==> src/rtl/ctrl_exposure_time.sv <==
// Exposure-time setting driven by up/down buttons, with press-and-hold auto-repeat,
// saturation at the legal limits and a Lock input that freezes the setting.
module ctrl_exposure_time #(
  parameter int WIDTH        = 5,
  parameter int EXP_MIN      = 2,
  parameter int EXP_MAX      = 30,
  parameter int EXP_DEFAULT  = 10,
  parameter int REPEAT_DELAY = 8,
  parameter int REPEAT_RATE  = 4
) (
  input  logic             Clk,
  input  logic             Reset,
  input  logic             Exp_increase,
  input  logic             Exp_decrease,
  input  logic             Lock,
  output logic [WIDTH-1:0] EX_time,
  output logic             At_min,
  output logic             At_max,
  output logic             Changed
);

  localparam int CNT_MAX = (REPEAT_DELAY > REPEAT_RATE) ? REPEAT_DELAY : REPEAT_RATE;
  localparam int CNT_W   = $clog2(CNT_MAX + 1);

  localparam logic [WIDTH-1:0] MIN_V = WIDTH'(EXP_MIN);
  localparam logic [WIDTH-1:0] MAX_V = WIDTH'(EXP_MAX);
  localparam logic [WIDTH-1:0] DEF_V = WIDTH'(EXP_DEFAULT);

  localparam logic [1:0] ST_IDLE   = 2'd0;
  localparam logic [1:0] ST_DELAY  = 2'd1;
  localparam logic [1:0] ST_REPEAT = 2'd2;

  localparam logic DIR_INC = 1'b0;
  localparam logic DIR_DEC = 1'b1;

  if (!(EXP_MIN <= EXP_DEFAULT && EXP_DEFAULT <= EXP_MAX &&
        EXP_MAX <= (2 ** WIDTH) - 1 && REPEAT_DELAY >= 1 && REPEAT_RATE >= 1)) begin : g_badParams
    $error("ctrl_exposure_time: inconsistent parameter set");
  end

  logic             r_prevInc;
  logic             r_prevDec;
  logic [1:0]       r_state;
  logic             r_dir;
  logic [CNT_W-1:0] r_cnt;
  logic [WIDTH-1:0] r_exTime;
  logic             r_atMin;
  logic             r_atMax;
  logic             r_changed;

  logic             w_riseInc;
  logic             w_riseDec;
  logic             w_held;
  logic             w_other;
  logic [1:0]       w_stateNext;
  logic             w_dirNext;
  logic [CNT_W-1:0] w_cntNext;
  logic             w_stepUp;
  logic             w_stepDn;
  logic [WIDTH-1:0] w_exNext;

  assign w_riseInc = Exp_increase & ~r_prevInc;
  assign w_riseDec = Exp_decrease & ~r_prevDec;
  assign w_held    = (r_dir == DIR_DEC) ? Exp_decrease : Exp_increase;
  assign w_other   = (r_dir == DIR_DEC) ? Exp_increase : Exp_decrease;

  // A press with the opposite button already down is ignored, as is anything under Lock.
  always_comb begin
    w_stateNext = r_state;
    w_dirNext   = r_dir;
    w_cntNext   = r_cnt;
    w_stepUp    = 1'b0;
    w_stepDn    = 1'b0;
    if (Lock) begin
      w_stateNext = ST_IDLE;
      w_cntNext   = '0;
    end else begin
      case (r_state)
        ST_IDLE: begin
          if (w_riseInc && !Exp_decrease) begin
            w_stateNext = ST_DELAY;
            w_dirNext   = DIR_INC;
            w_cntNext   = '0;
            w_stepUp    = 1'b1;
          end else if (w_riseDec && !Exp_increase) begin
            w_stateNext = ST_DELAY;
            w_dirNext   = DIR_DEC;
            w_cntNext   = '0;
            w_stepDn    = 1'b1;
          end
        end
        ST_DELAY, ST_REPEAT: begin
          if (!w_held || w_other) begin
            w_stateNext = ST_IDLE;
            w_cntNext   = '0;
          end else if ((r_state == ST_DELAY && (int'(r_cnt) + 2 >= REPEAT_DELAY)) ||
                       (r_state == ST_REPEAT && (int'(r_cnt) + 1 >= REPEAT_RATE))) begin
            w_stateNext = ST_REPEAT;
            w_cntNext   = '0;
            w_stepUp    = (r_dir == DIR_INC);
            w_stepDn    = (r_dir == DIR_DEC);
          end else begin
            w_cntNext = r_cnt + CNT_W'(1);
          end
        end
        default: begin
          w_stateNext = ST_IDLE;
          w_cntNext   = '0;
        end
      endcase
    end
  end

  always_comb begin
    w_exNext = r_exTime;
    if (w_stepUp && r_exTime != MAX_V) begin
      w_exNext = r_exTime + WIDTH'(1);
    end else if (w_stepDn && r_exTime != MIN_V) begin
      w_exNext = r_exTime - WIDTH'(1);
    end
  end

  // Flags are registered from the next value so they always agree with EX_time.
  always_ff @(posedge Clk or posedge Reset) begin
    if (Reset) begin
      r_prevInc <= 1'b0;
      r_prevDec <= 1'b0;
      r_state   <= ST_IDLE;
      r_dir     <= DIR_INC;
      r_cnt     <= '0;
      r_exTime  <= DEF_V;
      r_atMin   <= (DEF_V == MIN_V);
      r_atMax   <= (DEF_V == MAX_V);
      r_changed <= 1'b0;
    end else begin
      r_prevInc <= Exp_increase;
      r_prevDec <= Exp_decrease;
      r_state   <= w_stateNext;
      r_dir     <= w_dirNext;
      r_cnt     <= w_cntNext;
      r_exTime  <= w_exNext;
      r_atMin   <= (w_exNext == MIN_V);
      r_atMax   <= (w_exNext == MAX_V);
      r_changed <= (w_exNext != r_exTime);
    end
  end

  assign EX_time = r_exTime;
  assign At_min  = r_atMin;
  assign At_max  = r_atMax;
  assign Changed = r_changed;

endmodule

==> config.mk <==
export PLATFORM = sky130hd
export DESIGN_NAME = ctrl_exposure_time
export DESIGN_NICKNAME = d
export VERILOG_FILES = /design/src/rtl/ctrl_exposure_time.sv
export SDC_FILE = /design/constraint.sdc
export NUM_CORES = 1
export LEC_CHECK = 0
export ABC_AREA = 1
export CAP_MARGIN = 15
export CORE_UTILIZATION = 45
export CTS_CLUSTER_DIAMETER = 50
export DETAILED_ROUTE_END_ITERATION = 10
export GPL_TIMING_DRIVEN = 1
export MAX_ROUTING_LAYER = met4
export PLACE_DENSITY = 0.66
export SLEW_MARGIN = 20
export SYNTH_ARGS = -nofsm -noshare
export SYNTH_HDL_FRONTEND = slang
export SYNTH_SLANG_ARGS = --single-unit
==> constraint.sdc <==
create_clock -name Clk -period 2 [get_ports Clk]
set_clock_uncertainty 0.15 [all_clocks]
set_input_delay 0.4 -clock Clk [delete_from_list [all_inputs] [get_ports Clk]]
set_output_delay 0.4 -clock Clk [all_outputs]
set_load 0.1 [all_outputs]
Yosys cells after proc, flatten, opt, wreduce, memory -nomap -nowiden
Cells that the tools add are included.

cells by class
  equal/unequal tests = 9
  multiplexer cells = 29
  add/sub/neg operators = 5
  reduce and logical (&&, ||, !) cells = 16
  bitwise operators = 6
  shifts and indexed selects = 0
  div/mod/pow operators = 0
  order comparisons = 2
  multiply operators = 0

operator list
  operator             count
  $mux 4               5
  $mux 1               13
  $mux 2               5
  $mux 5               2
  $ne 4x4->1 const B   2
  $pmux 4 s2           1
  $logic_and 1x1->1    6
  $add 4x1->5 const B  1
  $add 4x2->5 const B  1
  $add 5x1->5 const B  1
  $eq 5x2->1 const B   1
  $eq 5x5->1 const B   1
  $ge 5x3->1 const B   1
  $ge 5x4->1 const B   1
  $ne 5x2->1 const B   1
  $ne 5x5->1           1
  $ne 5x5->1 const B   1
  $sub 5x1->5 const B  1
  $add 4x1->4 const B  1
  $not 1->1            4
  $pmux 1 s2           2
  $pmux 2 s2           1
  $logic_not 1->1      3
  $reduce_and 3->1     1
  other kinds (8)      10

storage, ports and cells
  memory bits (read-only) = 0
  register bits after elaboration = 17
  logic and storage cells = 76
  bits in latches = 0
  output and inout bits = 8
  memories = 0
  memory bits (writable) = 0
  bits of input ports = 5

Longest topological paths before layout
Gate-level depths: netlist of the first run.

  depth in word-level cells = 12
  gate-level depth with buffers = 18
  depth with buffers taken out = 18

Least setup slack after synthesis of the first run
OpenSTA, ideal clock, no wires.

  kind = register to register
  start = reg r_exTime[0] (netlist: EX_time[0])
  end = reg r_atMax (netlist: At_max)
  clock period less this slack = 2.474 ns
  library setup time = 0.114 ns
  cell stages (with the launch flop) = 10
  arrival time = 2.209 ns
  path buffers = 0
  path slack = -0.474 ns
  data required time = 1.736 ns
  cells stage by stage = dfrtp_1 inv_1 ha_1 a41oi_4 nand2_8 or2_0 nand2_1 inv_1 nand2_1 nor2_1

between the ends
  word-level cells in the longest chain between the ends = 5
  elaborated cells between the ends (all ways) = 9
  classes of those cells = add/sub: 2; eq/ne: 3; mux: 2; reduce/logical: 2

ends and longest elaborated chain
  item                                                                 RTL line  source
  start, declared                                                      46        logic [WIDTH-1:0] r_exTime;
  start signal, assigned                                               141       r_exTime <= w_exNext;
  parallel branches: the longest is 3 deep, another holds $sub 5x1->5  n/a
  $mux 5 (*)                                                           116       if (w_stepUp && r_exTime != MAX_V) begin
  net w_exNext[2]                                                      60        logic [WIDTH-1:0] w_exNext;
  $eq 5x5->1 (*)                                                       143       r_atMax <= (w_exNext == MAX_V);
  end signal, assigned                                                 133       r_atMax <= (DEF_V == MAX_V);
  end signal, assigned                                                 143
  end, declared                                                        48        logic r_atMax;

Mark *: on every way through the listed nets, which the timed path passes.
A chain may end at the register's enable or synchronous reset.

Worst setup path in the final report of the first run
  start = reg r_cnt[1]
  end = reg r_exTime[1] (netlist: EX_time[1])

between the ends
  word-level cells in the longest chain between the ends = 11
  elaborated cells between the ends (all ways) = 19
  classes of those cells = add/sub: 2; order compare: 2; mux: 10; reduce/logical: 5

ends and longest elaborated chain
  item                                               RTL line  source
  start, declared                                    45        logic [CNT_W-1:0] r_cnt;
  start signal, assigned                             140       r_cnt <= w_cntNext;
  $add 4x2->5 / $add 4x1->5 (equally long branches)  96, 97
  $ge 5x4->1 / $ge 5x3->1 (equally long branches)    96, 97
  $logic_and 1x1->1 (on tied branches)               96, 97
  $logic_or 1x1->1 (*)                               96        end else if ((r_state == ST_DELAY && (int'(r_cnt) + 2 >= REPEAT_DELAY)) ||
  $mux 1                                             96
  $mux 1                                             93        if (!w_held || w_other) begin
  $pmux 1 s2                                         78        case (r_state)
  $mux 1                                             74        if (Lock) begin
  $logic_and 1x1->1                                  118       end else if (w_stepDn && r_exTime != MIN_V) begin
  $mux 5                                             118
  $mux 5 (*)                                         116
  net w_exNext[1]                                    60

The timed path passes the listed nets; every way through them passes the cells marked *.

==> results of run 1 <==
[synthesized netlist by cell type]
library cell / instances
a22oi_1: 1
a31oi_4: 1
a41oi_4: 1
buf_2: 2
dfrtp_1: 15
dfstp_2: 2
ha_1: 11
inv_1: 19
inv_2: 5
nand2_1: 29
nand2_2: 7
nand2_4: 3
nand2_8: 1
nand3_1: 20
nand4_1: 1
nor2_1: 8
nor2_2: 1
nor3_1: 3
o211ai_1: 1
o21ai_0: 3
o21ai_1: 1
o22ai_1: 2
or2_0: 2
or2_2: 1
or3b_1: 1
xor2_1: 6
[critical path: cells and delay by family (launching register included)]
family	cells	cell delay [ns]
DFF	1	0.42
buffers and inverters	3	0.28
adders and majority gates	1	0.20
and+or+nand+nor	11	0.89
[what timing repair did]
| action | CTS | global route |
|---|---|---|
| hold buffers | 0 | 0 |
| setup buffers | 4 | 1 |
| gates resized for setup | 3 | 7 |
| pin swaps | 0 | 3 |
| setup endpoints to repair | 2 | 11 |
[path summary, 6_finish.rpt]
path | to | slack, ns
min | r_state[1] | 0.25
max in group asynchronous | EX_time[1] | 1.19
min reg2reg | r_dir | 0.41
min in group Clk | r_dir | 0.41
max | EX_time[1] | -0.002
max reg2reg | EX_time[1] | -0.002
[cell families (layout without fill, tap and decap cells)]
| group | Yosys count | in the layout | synth area share (%) |
|---|---|---|---|
| XOR/XNOR | 6 | 6 | 4.36 |
| AO/OA/AOI/OAI | 10 | 10 | 7.99 |
| AND/OR/NAND/NOR | 77 | 77 | 32.5 |
| buffers and inverters | 26 | 59 | 8.30 |
| adder cells (fa/ha/maj) | 11 | 11 | 11.4 |
| flip-flops | 17 | 17 | 35.5 |
[sequential cells by signal, summed over array words and instances (netlist names)]
name       cells
At_max         1
At_min         1
Changed        1
EX_time        5
r_cnt          4
r_dir          1
r_prevDec      1
r_prevInc      1
r_state        2
[final cells by class]
type	count	area [um2]	area share (%)
multi-input combinational	104	711	43.1
sequential	17	438	26.5
tap	30	37.5	2.27
clock buffer	3	22.5	1.36
inverter	24	90.1	5.46
timing repair buffer	31	347	21.0
clock inverter	1	5.00	0.303
[routing by layer]
metal	GRT usage [%]	part of all wire, %	up-vias
li1	-	-	530
met1	25.6	46	469
met2	32.9	51	8
met3	3.39	2.2	4
met4	9.21	0.90	0
met5	-	0	-
[power breakdown]
| part | internal [uW] | switching (uW) |
|---|---|---|
| clock network | 74.4 | 113 |
| registers | 462 | 158 |
| logic | 563 | 870 |
[through the flow]
| step | area (um2) | hold slack, ns |
|---|---|---|
| floorplan | 1220 | 0.174 |
| global placement | 1550 | 0.382 |
| detailed placement | 1550 | 0.402 |
| CTS | 1610 | 0.258 |
| global route | 1650 | 0.287 |
| finish | 1650 | 0.253 |
==> summary.md, run 1 <==
| Metric | Value |
|---|---|
| Outcome | finished with violations |
| Failing checks | negative setup slack |
| Synthesized Nets | 163 |
| Non-filler cells, final | 210 |
| Static leakage | 0.000822 uW |
| Die Span X | 53.8 um |
| Die area | 0.00289 mm2 |
| Flops & latches, synth | 17 |
| Critical path type | flop to flop |
| Clk_lat worst skew | 0.29 ns |
| First-pass GRT wire length | 4.11 mm |
| Synth top area share | 31.1% |
| Max incr delay on CP | 0.42 ns |
| CTS tree | built |
| Gp weighted congestion | 0.875 |
| Post-DRT Antenna Nets | 0 |
| Final core utilization | 66.0% |
| Std cell rows | 18 |
| Crit end category | flop |
| CP max-delay cell | dfrtp_1 |
| Most frequent CP cell | nand2_1 |
| Actual slew at the worst max-slew pin | 0.291 ns |
| Final nets | 197 |
| Via count | 1011 |
| Final worst slack | -0.00235 ns |
| Unrepaired setup endpoints after global routing | yes |
| Synth Instances | 147 |
| Routed WL per cell | 11.1 um |
| HPWL after DPL | 1.80 mm |
| Setup_tns | -0.00235 ns |
| P&R area growth vs syn | 36.8% |
| Total gr overflow | 0 |
| Crit Reg-Reg Startpoint | r_cnt[1] |
| Most frequent cells in the layout | 28 x nand2_1, 20 x nand3_1, 19 x inv_1, 18 x buf_4, 12 x dfrtp_1 |
| Fin crit share | 100% |
| Placed Instances | 201 |
| Nature of the critical path startpoint | flop |
| # IOs | 13 |
| Crit-path cells | ha_2 -> or2_0 -> nand2_1 -> nand2_1 -> nand2_1 -> nand2_2 -> nand2_2 -> nand2_4 -> nand2_4 -> nand2_1 -> nand3_1 -> nand2_2 -> buf_4 -> buf_6 -> inv_1 |
| Root Driver | clkbuf_4 |
| Largest net degree at the start of global routing | 18 |
| Final WL | 2.33 mm |
| FMAX | 499 MHz |
| DR vias/cell | 4.81 |
| Final Hold Fails | 0 |
| Most common cell after layout, fill and taps aside | nand2_1 |
| Crit-path max FO | 6 |
| Synth warn | 0 |
| Register area share after synthesis | 35.5% |
| CP required | 2.09 ns |
| Tmin final | 2.00 ns |
| Power Total | 2240 uW |
| Mean area per synthesized cell | 8.21 um2 |
| Ant. Diodes | 0 |
| Die height | 53.8 um |
| CTS Sinks | 17 |
| H-tree Lvls | 1 |
| Final setup viols | 1 |
| Cell taking the most area after synthesis | dfrtp_1 |
| Total CTS buffers | 3 |
| Maximum clock insertion buffer count | 2 |
| Initial Utilization | 48.2% |
| Library cells used by synthesis | 26 |
| Pre-Repair DR Iteration Count | 4 |
| Setup WS pre-CTS | -0.272 ns |
| Crit path launch | r_cnt[1] |
| Maximum vdd drop | 1.18 mV |
| Slew Limit Fails | 0 |
| Layout cells sized above 1 | 33.9% |
| Filler cells | 220 |
| Post-Syn Area | 0.00121 mm2 |
| Initial drt markers | 12 |
| Cell count of the worst reg-to-reg path | 15 |
| Initial antenna violation count | 0 |
| Port Buffers | 12 |
| Max-Cap Viols | 0 |
| Pwr/cell area | 1360 mW/mm2 |
| WP data arrival | 2.09 ns |
| Worst-path clk slew | 0.11 ns |
| Number of global-route vias before repair | 971 |
| Synth area leaders | dfrtp_1 31%, ha_1 11%, nand2_1 9.0% |
| Core ar. | 0.00250 mm2 |
| Slew headroom | 80.4% |
| Hold crit path type | primary input to asynchronous set/reset pin |
| GR Util All Layers | 20.7% |
| DRC errors left | 0 |
Note: power is estimated with default switching activity, not from simulation.
==> inputs of run 2 (changes only) <==
--- a/config.mk
+++ b/config.mk
@@ -7,12 +7,12 @@
 export LEC_CHECK = 0
 export ABC_AREA = 1
 export CAP_MARGIN = 15
-export CORE_UTILIZATION = 45
+export CORE_UTILIZATION = 30
 export CTS_CLUSTER_DIAMETER = 50
 export DETAILED_ROUTE_END_ITERATION = 10
 export GPL_TIMING_DRIVEN = 1
 export MAX_ROUTING_LAYER = met4
-export PLACE_DENSITY = 0.66
+export PLACE_DENSITY = 0.46
 export SLEW_MARGIN = 20
 export SYNTH_ARGS = -nofsm -noshare
 export SYNTH_HDL_FRONTEND = slang
==> constraint.sdc (replaced) <==
create_clock -name Clk -period 2.5 [get_ports Clk]
set_clock_uncertainty 0.15 [all_clocks]
set_input_delay 0.5 -clock Clk [delete_from_list [all_inputs] [get_ports Clk]]
set_output_delay 0.5 -clock Clk [all_outputs]
set_load 0.1 [all_outputs]
==> run 2 against run 1 <==
The flow now finishes without violations. Power fell by 30%. Register-to-register slack improved by 0.44 ns. Wire length increased by 2.8%. Global-route usage is 7.6 points lower.
==> summary.md, run 2 (synthesis gave the netlist of run 1 again) <==
| Metric | Value |
|---|---|
| Capturing point of the worst reg2reg path | At_max |
| Post-DRT Antenna Nets | 0 (unchanged) |
| Most common cell after layout, fill and taps aside | nand2_1 |
| FMAX | 474 MHz |
| Max incr delay on CP | 0.53 ns (+0.11 ns) |
| Unrepaired setup endpoints after global routing | no |
| Root Driver | clkbuf_8 |
| Crit end category | flop |
| Die Span X | 65.4 um (+22%) |
| CTS tree | built |
| Final WL | 2.39 mm (+2.8%) |
| CP max-delay cell | clkdlybuf4s50_1 |
| R2R setup slack | 0.44 ns (+0.44 ns) |
| Hold crit path type | flop to flop |
| Initial antenna violation count | 0 (unchanged) |
| Post-CTS Hold Buffers | 0 (unchanged) |
| Final nets | 178 (-9.6%) |
| Max-Cap Viols | 0 (unchanged) |
| Crit-path max FO | 8 (+2) |
| HP Start | r_dir |
| Outcome | completed |
| Largest net degree at the start of global routing | 18 (unchanged) |
| Initial Utilization | 32.0% (-16 points) |
| Die height | 65.4 um (+22%) |
| Via count | 932 (-7.8%) |
| Hold Crit Depth | 2 |
| Pwr/cell area | 1120 mW/mm2 (-18%) |
| Comb pwr share | 55.5% (-8.4 points) |
| Crit path launch | Exp_increase |
| HPWL after DPL | 1.86 mm (+3.5%) |
| P_int | 694 uW (-37%) |
| CTS Sinks | 17 (unchanged) |
| Net load switching power | 874 uW (-23%) |
| Setup Fix Bufs, Post-CTS | 0 (-4) |
| Initial drt markers | 35 (+23) |
| Switching part of the total | 55.7% (+4.8 points) |
| WHS Endpoint | r_dir |
| DR vias/cell | 4.46 (-7.4%) |
| Max reg flops | 5 (unchanged) |
| Setup_tns | 0 ns (+0.00235 ns) |
| P&R area growth vs syn | 16.5% |
| CP required | 2.51 ns (+0.42 ns) |
| GR Util All Layers | 13.1% (-7.6 points) |
| Gp weighted congestion | 0.821 (-6.2%) |
| DRC errors left | 0 (unchanged) |
| Ant. Diodes | 0 (unchanged) |
| H-tree Lvls | 1 (unchanged) |
| Clk_lat worst skew | 0.25 ns (-0.04 ns) |
| # IOs | 13 (unchanged) |
| Nature of the critical path startpoint | primary input |
| Maximum clock insertion buffer count | 2 (unchanged) |
| Layout cells sized above 1 | 21.1% (-13 points) |
| Routed WL per cell | 11.4 um (+3.3%) |
| Pre-Repair DR Iteration Count | 4 (unchanged) |
| Slew headroom | 56.0% (-24 points) |
| Crit Reg-Reg Startpoint | r_cnt[1] |
| Part of the power in registers | 30.7% (+3.0 points) |
| Critical path type | primary input to flop |
| Final Hold Fails | 0 (unchanged) |
| Power Total | 1570 uW (-30%) |
| Port Buffers | 12 (unchanged) |
| Most frequent CP cell | nand2_1 |
| Total CTS buffers | 3 (unchanged) |
| First-pass GRT wire length | 4.17 mm (+1.7%) |
| Maximum vdd drop | 0.324 mV (-73%) |
| CTS resizes | 0 (-3) |
| Crit-path cells | clkdlybuf4s50_1 -> inv_1 -> nor3_1 -> nand2_1 -> nand2_2 -> nand2_8 -> or2_0 -> nand2_1 -> inv_1 -> nand2_1 -> nor2_1 |
| Clock power frac | 13.8% (+5.4 points) |
| Worst-path clk slew | 0.08 ns (-0.03 ns) |
| Actual slew at the worst max-slew pin | 0.660 ns (+0.368 ns) |
| Number of global-route vias before repair | 918 (-5.5%) |
| Static leakage | 0.000695 uW (-15%) |
| Die area | 0.00428 mm2 (+48%) |
| Fin crit share | 84.4% |
| Total gr overflow | 0 (unchanged) |
| WP data arrival | 2.12 ns (+0.03 ns) |
| Most frequent cells in the layout | 29 x nand2_1, 20 x nand3_1, 19 x inv_1, 15 x dfrtp_1, 11 x ha_1 |
| Final setup viols | 0 (-1) |
| Slew Limit Fails | 0 (unchanged) |
| Core ar. | 0.00377 mm2 (+51%) |
| Tmin final | 2.11 ns |
| Cell count of the worst reg-to-reg path | 16 (+1) |
| Std cell rows | 22 (+4) |
[run 2: critical path: cells and delay by family]
kind	cells	cell delay [ns]
and+or+nand+nor	8	0.95
buffers and inverters	3	0.66
[run 2: worst max path at each step]
stage / depth (start not counted) / to / slack [ns]
after floorplan: 9 / At_max / 0.03
after global placement: 11 / At_max / 0.07
after detailed placement: 11 / At_max / 0.1
after CTS: 11 / At_max / 0.38
after global routing: 13 / At_max / 0.20
final: 11 / At_max / 0.39
[run 2: area by class of cell]
class,instances,area [um2]
fillers,390,2370
repair buffers,12,100
flip-flops and latches,17,428
clock buffers,3,41.3
inverters,24,90.1
well taps,48,60.1
multi-input cells,104,678
clock inverters,1,7.51
[run 2: power by group through the flow]
stage | Clock [uW] | Sequential [uW] | Combinational [uW]
final | 216 | 481 | 871
after detailed placement | 0 | 485 | 875
after floorplan | 0 | 768 | 408
after CTS | 227 | 481 | 879
after global placement | 0 | 484 | 879
after global routing | 238 | 499 | 958
[run 2: routing by layer]
metal / wire length [um] / global-route usage, % / share of wire, %
met5: 0 / - / 0
met3: 54 / 2.08 / 2.3
met1: 1220 / 17.6 / 51
met4: 0 / 2.45 / 0
met2: 1120 / 21.0 / 47
[run 2: stage by stage]
stage	cells	util [%]	hold slack (ns)	area (um2)	worst slack (ns)
after floorplan	147	-	0.275	1210	0.0262
after global placement	205	36.0	0.393	1360	0.0683
after detailed placement	205	36.0	0.400	1360	0.0987
after CTS	209	37.3	0.413	1410	0.379
after global routing	209	37.3	0.451	1410	0.204
final	209	37.3	0.407	1410	0.391
==> inputs of run 3 (changes only) <==
--- a/config.mk
+++ b/config.mk
@@ -12,7 +12,7 @@
 export DETAILED_ROUTE_END_ITERATION = 10
 export GPL_TIMING_DRIVEN = 1
 export MAX_ROUTING_LAYER = met4
-export PLACE_DENSITY = 0.46
+export PLACE_DENSITY = 0.47
 export SLEW_MARGIN = 20
 export SYNTH_ARGS = -nofsm -noshare
 export SYNTH_HDL_FRONTEND = slang
==> constraint.sdc (replaced) <==
create_clock -name Clk -period 1.76 [get_ports Clk]
set_clock_uncertainty 0.15 [all_clocks]
set_input_delay 0.352 -clock Clk [delete_from_list [all_inputs] [get_ports Clk]]
set_output_delay 0.352 -clock Clk [all_outputs]
set_load 0.1 [all_outputs]
==> run 3 against run 2 <==
The flow now finishes with violations (negative setup slack). Critical path depth increased by 4. Non-clock buffer count grew 38. Wire length is 22% higher. Critical endpoint is now At_min. Highest routed layer is now met4.
==> summary.md, run 3 (synthesis gave the netlist of run 1 again) <==
| Metric | Value |
|---|---|
| Layout cells sized above 1 | 55.3% (+34 points) |
| Post-DRT Antenna Nets | 0 (unchanged) |
| DRC errors left | 0 (unchanged) |
| Actual slew at the worst max-slew pin | 0.333 ns (-0.326 ns) |
| Unrepaired setup endpoints after global routing | yes |
| Core ar. | 0.00377 mm2 (unchanged) |
| Root Driver | clkbuf_8 |
| Area of the multi-input gates | 871 um2 (+28%) |
| Power Total | 3000 uW (+91%) |
| Fin crit share | 117% |
| WP data arrival | 2.09 ns (-0.03 ns) |
| Nature of the critical path startpoint | flop |
| Initial antenna violation count | 0 (unchanged) |
| First-pass GRT wire length | 4.88 mm (+17%) |
| Die area | 0.00428 mm2 (unchanged) |
| Worst-path clk slew | 0.07 ns (about the same) |
| Maximum vdd drop | 0.512 mV (+58%) |
| Failing checks | negative setup slack |
| H-tree Lvls | 1 (unchanged) |
| Final WL | 2.93 mm (+22%) |
| Met1 Track Usage GR | 18.6% (+0.98 points) |
| Total gr overflow | 0 (unchanged) |
| Most frequent cells in the layout | 30 x buf_4, 18 x nand2_1, 17 x nand3_1, 12 x inv_1, 12 x nand2_2 |
| Routed WL per cell | 11.9 um (+3.6%) |
| Ant. Diodes | 0 (unchanged) |
| Via count | 1104 (+18%) |
| FMAX | 486 MHz |
| Number of global-route vias before repair | 1107 (+21%) |
| Largest net degree at the start of global routing | 18 (unchanged) |
| Reg area | 448 um2 (+4.7%) |
| Die height | 65.4 um (unchanged) |
| # IOs | 13 (unchanged) |
| Initial Utilization | 32.0% (unchanged) |
| Die Span X | 65.4 um (unchanged) |
| Tmin final | 2.06 ns |
| Most Crowded Layer GR | met2 |
| HPWL after DPL | 2.18 mm (+17%) |
| Crit-path max FO | 6 (-2) |
| CTS tree | built |
| Pwr/cell area | 1480 mW/mm2 (+32%) |
| Maximum clock insertion buffer count | 2 (unchanged) |
| DR vias/cell | 4.47 (+0.23%) |
| Slew Limit Fails | 0 (unchanged) |
| P&R area growth vs syn | 68.4% |
| Crit Reg-Reg Startpoint | r_cnt[1] |
| GR Util All Layers | 15.5% (+2.4 points) |
| Most common cell after layout, fill and taps aside | buf_4 |
| Worst setup path end | At_min |
| Pre-Repair DR Iteration Count | 4 (unchanged) |
| Hold crit path type | primary input to flop |
| CTS Sinks | 17 (unchanged) |
| Initial drt markers | 43 (+23%) |
| Std cell rows | 22 (unchanged) |
| CP required | 1.80 ns (-0.71 ns) |
| Final worst slack | -0.297 ns (-0.688 ns) |
| Final Hold Fails | 0 (unchanged) |
| Gp weighted congestion | 0.808 (-1.5%) |
| Clk_lat worst skew | 0.26 ns (about the same) |
| Port Buffers | 12 (unchanged) |
| Filler cells | 338 (-13%) |
| Critical path type | flop to flop |
| Cell count of the worst reg-to-reg path | 15 (-1) |
| Capturing point of the worst reg2reg path | At_min |
| Crit path launch | r_cnt[1] |
| Hold Crit Depth | 1 (-1) |
| Max reg flops | 5 (unchanged) |
| Met2 usage | 25.6% (+4.6 points) |
| Max-Cap Viols | 0 (unchanged) |
| R2R setup slack | -0.30 ns (-0.74 ns) |
| Setup_tns | -2.99 ns (-2.99 ns) |
| Final nets | 216 (+21%) |
| Setup WS pre-CTS | -0.476 ns (-0.575 ns) |
| Static leakage | 0.000957 uW (+38%) |
| Final setup viols | 14 (+14) |
| HP Start | Exp_increase |
| Crit end category | flop |
| Outcome | finished with violations |
| Total CTS buffers | 3 (unchanged) |
| Met3 Use GR | 3.65% (+1.6 points) |
| Slew headroom | 77.6% (+22 points) |
-- run 3: cell types whose count changed in the layout (fill, tap and decap cells not counted), sizes merged --
cell / previous run / this run
clkinvlp: 1 / 0
buf: 8 / 46
dlygate4sd2: 0 / 2
clkdlybuf4s50: 4 / 2
clkinv: 0 / 1
-- run 3: layer usage --
metal / routed length, um / up-vias
met4: 36 / 0
met2: 1500 / 15
li1: - / 570
met5: 0 / -
met1: 1320 / 514
met3: 74 / 5
-- run 3: where the power goes --
group / internal (uW) / leakage [uW] / total, uW / switching [uW]
Sequential: 544 / 0.000210 / 692 / 149
Combinational: 843 / 0.000722 / 2010 / 1170
Clock: 157 / 0.0000255 / 299 / 141
Total: 1540 / 0.000957 / 3000 / 1460
-- run 3: timing repair --
action | 4_1_cts | 5_1_grt
hold buffers | 0 | 0
pin swaps | 9 | 22
setup endpoints to repair | 14 | 14
buffers inserted | 5 | 7
resized for setup | 16 | 32
-- run 3: layout make-up --
class	count	area share, %
Clock buffer	3	2.03
Clock inverter	1	0.246
Inverter	24	4.56
Multi-Input combinational cell	104	42.9
Sequential cell	17	22.1
Tap cell	48	2.96
Timing Repair Buffer	50	25.3
-- run 3: worst max-delay path, stage by stage (launching register included) --
cell      delay, ns
dfrtp_2        0.46
buf_4          0.16
buf_4          0.13
nand2_1        0.06
nand3_1        0.06
o211ai_1       0.13
nand2_4        0.10
nand2_4        0.11
nand2_8        0.07
nand2_8        0.10
nand2_4        0.07
nand2_4        0.06
nand2_4        0.05
nor2_4         0.11
nand2_1        0.05
nor2_1         0.11
-- run 3: worst min-delay path by stage --
stage	endpoint	slack (ns)
2_1_floorplan	At_max	0.13
3_3_place_gp	r_dir	0.40
3_5_place_dp	r_dir	0.43
4_1_cts	r_prevDec	0.24
5_1_grt	r_prevDec	0.26
6_report	r_prevInc	0.25
-- run 3: stage by stage --
step	cell area, um2	utilization, %	hold WS [ns]	instances
after floorplan	1290	-	0.127	147
after global placement	1740	46.0	0.399	232
after detailed placement	1740	46.0	0.426	232
after CTS	1850	49.2	0.243	241
after global routing	2030	53.8	0.260	247
final	2030	53.8	0.246	247
